[config.mk]
export PLATFORM = sky130hd
export DESIGN_NAME = sha_digest_tx_serializer
export DESIGN_NICKNAME = d
export VERILOG_FILES = /design/src/rtl/sha_uart_pkg.sv /design/src/rtl/hex_nibble_to_ascii.sv /design/src/rtl/sha_digest_tx_serializer.sv
export SDC_FILE = /design/constraint.sdc
export NUM_CORES = 1
export LEC_CHECK = 0
export CORE_ASPECT_RATIO = 0.7
export CORE_MARGIN = 1
export CORE_UTILIZATION = 30
export CTS_CLUSTER_DIAMETER = 60
export DETAILED_ROUTE_END_ITERATION = 12
export GPL_TIMING_DRIVEN = 0
export PLACE_DENSITY_LB_ADDON = 0.15
export SYNTH_ARGS = -nofsm -noshare
export SYNTH_HDL_FRONTEND = slang
export SYNTH_SLANG_ARGS = --single-unit
[constraint.sdc]
create_clock -name i_Clock -period 11.24 [get_ports i_Clock]
set_input_delay 2.248 -clock i_Clock [delete_from_list [all_inputs] [get_ports i_Clock]]
set_output_delay 2.248 -clock i_Clock [all_outputs]
set_load 0.03 [all_outputs]
[src/rtl/sha_uart_pkg.sv]
// Shared types and constants for the SHA digest UART serializer.
// Character totals cover both raw (SHA_TX_HEX_ASCII_EN undefined) and hex builds.
package sha_uart_pkg;

  typedef enum logic [2:0] {
    ST_IDLE,
    ST_ISSUE,
    ST_WAIT_DONE,
    ST_GAP,
    ST_FINISH
  } ser_state_t;

  localparam int unsigned DIGEST_W    = 256;
  localparam int unsigned RAW_BYTES   = 32;
  localparam int unsigned HEX_NIBBLES = 64;
  localparam int unsigned HEX_CHARS   = 66;
  localparam int unsigned CHAR_CNT_W  = 7;
  localparam int unsigned GAP_CNT_W   = 8;

  localparam logic [7:0] ASCII_CR = 8'h0D;
  localparam logic [7:0] ASCII_LF = 8'h0A;

endpackage

[src/rtl/hex_nibble_to_ascii.sv]
// Combinational nibble-to-lowercase-ASCII-hex encoder ('0'-'9', 'a'-'f').
module hex_nibble_to_ascii (
  input  logic [3:0] nibble,
  output logic [7:0] ascii
);

  always_comb begin
    if (nibble < 4'd10) begin
      ascii = 8'h30 + {4'h0, nibble};
    end else begin
      // 'a' - 10 = 0x57
      ascii = 8'h57 + {4'h0, nibble};
    end
  end

endmodule

[src/rtl/sha_digest_tx_serializer.sv]
// Streams a latched 256-bit digest MSB-first into uart_tx, one byte per handshake.
// Define SHA_TX_HEX_ASCII_EN for lowercase hex + CR LF output; raw binary otherwise.
module sha_digest_tx_serializer
  import sha_uart_pkg::*;
#(
  parameter int unsigned INTER_BYTE_GAP = 2
) (
  input  logic           i_Clock,
  input  logic           i_Reset,
  input  logic           i_Digest_DV,
  input  logic [255:0]   i_Digest,
  input  logic           i_Tx_Active,
  input  logic           i_Tx_Done,
  output logic           o_Tx_DV,
  output logic [7:0]     o_Tx_Byte,
  output logic           o_Busy,
  output logic           o_Done,
  output logic           o_Overrun
);

`ifdef SHA_TX_HEX_ASCII_EN
  localparam logic [CHAR_CNT_W-1:0] TOTAL = CHAR_CNT_W'(HEX_CHARS);
`else
  localparam logic [CHAR_CNT_W-1:0] TOTAL = CHAR_CNT_W'(RAW_BYTES);
`endif
  localparam logic [GAP_CNT_W-1:0] GAP_LOAD = GAP_CNT_W'(INTER_BYTE_GAP);

  ser_state_t              state_q, state_d;
  logic [DIGEST_W-1:0]     sr_q, sr_d, sr_adv;
  logic [CHAR_CNT_W-1:0]   cnt_q, cnt_d, cnt_inc;
  logic [GAP_CNT_W-1:0]    gap_q, gap_d;
  logic                    tx_dv_d, busy_d, done_d, overrun_d;
  logic [7:0]              tx_byte_d;
  logic [7:0]              cur_byte;

  assign cnt_inc = cnt_q + 1'b1;

`ifdef SHA_TX_HEX_ASCII_EN
  logic [3:0] nibble;
  logic [7:0] nibble_ascii;

  // Even count = high nibble of the top byte; the byte shifts out after its low nibble.
  assign nibble = cnt_q[0] ? sr_q[251:248] : sr_q[255:252];
  assign sr_adv = cnt_q[0] ? {sr_q[247:0], 8'h00} : sr_q;

  hex_nibble_to_ascii u_hex_nibble_to_ascii (
    .nibble (nibble),
    .ascii  (nibble_ascii)
  );

  always_comb begin
    if (cnt_q == CHAR_CNT_W'(HEX_NIBBLES)) begin
      cur_byte = ASCII_CR;
    end else if (cnt_q == CHAR_CNT_W'(HEX_NIBBLES + 1)) begin
      cur_byte = ASCII_LF;
    end else begin
      cur_byte = nibble_ascii;
    end
  end
`else
  assign cur_byte = sr_q[255:248];
  assign sr_adv   = {sr_q[247:0], 8'h00};
`endif

  always_comb begin
    state_d   = state_q;
    sr_d      = sr_q;
    cnt_d     = cnt_q;
    gap_d     = gap_q;
    tx_dv_d   = 1'b0;
    tx_byte_d = o_Tx_Byte;
    busy_d    = o_Busy;
    done_d    = 1'b0;
    overrun_d = o_Overrun | (i_Digest_DV && (state_q != ST_IDLE));

    unique case (state_q)
      ST_IDLE: begin
        if (i_Digest_DV) begin
          sr_d    = i_Digest;
          cnt_d   = '0;
          gap_d   = '0;
          busy_d  = 1'b1;
          state_d = ST_GAP;
        end
      end
      ST_GAP: begin
        if (gap_q != '0) begin
          gap_d = gap_q - 1'b1;
        end else if (!i_Tx_Active) begin
          // o_Tx_DV is registered, so it is raised on entry to ISSUE.
          tx_dv_d   = 1'b1;
          tx_byte_d = cur_byte;
          state_d   = ST_ISSUE;
        end
      end
      ST_ISSUE: begin
        state_d = ST_WAIT_DONE;
      end
      ST_WAIT_DONE: begin
        if (i_Tx_Done) begin
          cnt_d   = cnt_inc;
          sr_d    = sr_adv;
          gap_d   = GAP_LOAD;
          state_d = (cnt_inc == TOTAL) ? ST_FINISH : ST_GAP;
        end
      end
      ST_FINISH: begin
        done_d  = 1'b1;
        busy_d  = 1'b0;
        state_d = ST_IDLE;
      end
      default: begin
        state_d = ST_IDLE;
      end
    endcase
  end

  always_ff @(posedge i_Clock or posedge i_Reset) begin
    if (i_Reset) begin
      state_q   <= ST_IDLE;
      sr_q      <= '0;
      cnt_q     <= '0;
      gap_q     <= '0;
      o_Tx_DV   <= 1'b0;
      o_Tx_Byte <= '0;
      o_Busy    <= 1'b0;
      o_Done    <= 1'b0;
      o_Overrun <= 1'b0;
    end else begin
      state_q   <= state_d;
      sr_q      <= sr_d;
      cnt_q     <= cnt_d;
      gap_q     <= gap_d;
      o_Tx_DV   <= tx_dv_d;
      o_Tx_Byte <= tx_byte_d;
      o_Busy    <= busy_d;
      o_Done    <= done_d;
      o_Overrun <= overrun_d;
    end
  end

endmodule

==> metrics.md <==
| Metric | Value |
|---|---|
| First-pass DRT Iterations | 5 |
| Final setup vio count | 0 |
| Status | completed |
| Area delta synth->final | 35.83% |
| Clk_lat worst skew | 0.51 ns |
| CTS tree | done |
| Cell Rows | 63 |
| Mapped Area | 12880 sq um |
| First-pass GRT wire length | 65230 microns |
| H-tree Lvls | 2 |
| Die span in x | about 250 microns |
| Hold WS | 0.4724 ns |
| Synth area leaders | dfrtp_1 (56%), nand2_1 (15%), a31oi_1 (12%) |
| CP Launch Type | input pin |
| Syn_nets | 1791 |
| Max Slew Vio Count | 0 |
| Crit Path Max Fanout | 10 |
| Cell variety after synth | 45 |
| Clock sink count | 286 |
| Nets | 2102 |
| FF+latch count, synth | 286 |
| Post-synth EDFFs | 0 |
| Post-synthesis area per instance | 8.438 sq um |
| Synth Instances | 1527 |
| Antenna viol nets, final | 0 |
| Post-DP HPWL | 30080 microns |
| Vias | approximately 12000 |
| Core area | 42330 sq um |
| DR top layer | met4 |
| Design area | approximately 18000 sq um |
| Number of global-route vias before repair | roughly 12000 |
| WHS Path Cells | 2 |
| Clock skew | 0.01330 ns |
| Pin count of the biggest net entering global routing | 112 |
| Max Cap Viol | 0 |
| Final WS setup | between 6 and 7 ns |
| Metal-1 WL | 19840 microns |
| Worst r2r path cells | 6 |
| Share of cells above drive strength 1 | 0.07895 |
| Worst-path cell chain | clkdlybuf4s50_1 -> mux2i_1 -> nor3_1 -> clkbuf_1 -> buf_2 -> a31oi_1 |
| CP max-delay cell | clkdlybuf4s50_1 |
| Worst Tran Pin Value | 0.7888 ns |
| Clock Path Buffers | 3 |
| Most frequent cells in the layout | nand2_1 (521), dfrtp_1 (286), clkdlybuf4s50_1 (272) |
| Starting Density | 0.3044 |
| Sequential power share | 0.479 |
| Met2 WL | around 18000 microns |
| # port buffers | 272 |
| WL final | 40640 microns |
| WP data arrival | 4.81 ns |
| Post-synth ARST share | 1.000 |
| CP endpoint kind | flip-flop |
| Peak VDD IR | about 81 uV |
| Worst hold path class | flip-flop to flip-flop |
| Sequential element share of the synthesized area | 0.5554 |
| Initial antenna violation count | 4 |
| Post-DR vias/cell | ~4.9 |
| Worst reg-to-reg setup slack | 8.68 ns |
| Comb power frac | 0.229 |
| Slew headroom | 0.4701 |
| Hold EP | sr_q[7] |
| # DRC | 0 |
| 1st-iter DRT viols | 796 |
| CTS root buf | clkbuf_16 |
| Die ar. | around 44000 sq um |
| RePlAce Congestion | 0.8265 |
| Reg-to-reg endpoint | sr_q[67] |
| DR WL met3 | about 1800 microns |
| GRT Overall Usage | 0.1865 |
| Fin crit share | 0.3950 |
| CTS Hold Bufs | 0 |
| Post-synth top area cell | dfrtp_1 |
| Highest clock rate | 225.2 MHz |
| Post-synth top flop | dfrtp_1 |
| Pwr Density | 215.3 nW/um^2 |
| Crit Reg-Reg Startpoint | state_q[1] |
| Postcts setup bufs | 0 |
| Io pins | around 270 |
| Clk slew on worst S/H paths | 0.06 ns |
| Top-area cell type share of the netlist area | 0.5554 |
| Hold_sp | sr_q[7] |
| Clock power frac | 0.292 |
| Commonest non-fill, non-tap cell in the layout | nand2_1 |
| CP required | 11.61 ns |
| Crit path kind | input pin to flip-flop |
| Post-layout min period | 4.440 ns |
| Static Leak | 7.527 nW |
| Gr ovfl total | 0 |
| Setup TNS | 0 ns |
| Die Y-Extent | approximately 180 microns |
| Setup WS pre-CTS | 6.150 ns |
| WL per Instance | about 17 microns |
| P_int | 2.602 mW |
| Final-report hold violation count | 0 |
| CTS Buf Count | 35 |
| Synthesis Warnings | 0 |
| RSZ-0062 raised after global routing | false |
| Net Sw Frac | 0.3093 |
| Post-DP Area | between 15000 and 20000 sq um |
| Psw | 1.165 mW |
| Crit-path max cell delay | roughly 0.66 ns |
| Post-CTS sizing | 0 |
-- cell usage after synthesis (all sizes together), types with 4 or more instances --
library cell	instances
clkbuf	35
or4	4
buf	85
nand3	14
inv	4
o31ai	4
o21ai	11
a31oi	248
nand2	521
nor2	258
mux2	8
a21oi	6
dfrtp	286
nand2b	4
-- worst max path at each step --
stage | slack [ns] | cells after the start | from | end
after floorplan | 1.10 | 1 | i_Reset | cnt_q[0]
after global placement | -3.00 | 2 | i_Reset | sr_q[81]
after detailed placement | 6.15 | 7 | i_Tx_Done | sr_q[119]
after CTS | 6.71 | 7 | i_Tx_Done | sr_q[132]
after global routing | 6.62 | 7 | i_Tx_Done | sr_q[119]
final | 6.80 | 6 | i_Tx_Done | sr_q[67]
-- stage by stage --
stage          power [mW]  std cells    util
2_1_floorplan       2.339       1527       -
3_3_place_gp        2.652       2351  0.3850
3_5_place_dp        2.685       2353  0.3865
4_1_cts             3.809       2414  0.4132
5_1_grt             4.036       2417  0.4133
6_report            3.767       2419  0.4135
-- state kept, by name, indices dropped and copies added, names as in the netlist --
register	count
sr_q	256
o_Tx_DV	1
o_Tx_Byte	8
cnt_q	7
gap_q	8
o_Done	1
o_Busy	1
o_Overrun	1
state_q	3
-- final cells by class --
type | count | area (sq um)
antenna | 5 | 12.51
buffer | 120 | 566.8
clock buffer | 55 | 1074
clock inverter | 6 | 55.05
fill | 4258 | 24830
inverter | 4 | 22.52
multi-input combinational | 1117 | 5146
sequential | 286 | 7157
tap | 552 | 690.7
timing repair buffer | 274 | 2778
-- logic make-up (layout without fill, tap and decap cells) --
group           count (synthesis)  after routing  synth area share
compound gates                281            281            0.1384
other cells                     0              5                 0
fa+ha+maj                       3              3          0.002913
buf+inv                       124            459           0.04515
xor+xnor                        2              2          0.001360
mux                            10             10          0.008546
simple gates                  821            821            0.2482
flops                         286            286            0.5554
-- power groups by stage --
stage               sequential, mW  combinational (mW)  clock, mW
global placement              1.81               0.844          0
finish                        1.80               0.862       1.10
CTS                           1.80               0.872       1.14
global route                  1.86               0.995       1.18
detailed placement            1.82               0.869          0
floorplan                     1.74               0.601          0
-- worst max-delay path: cells and delay by family --
family / cells / cell delay (ns)
buffers and inverters: 3 / 1.64
muxes: 1 / 0.15
AOI/OAI and AO/OA: 1 / 0.14
and+or+nand+nor: 1 / 0.63
-- metal layers --
metal,track usage,vias to the layer above
li1,-,5764
met1,0.2668,5664
met2,0.2875,270
met3,0.03231,59
met4,0.05633,0
met5,0,-
Note: power is estimated with default switching activity, not from simulation.
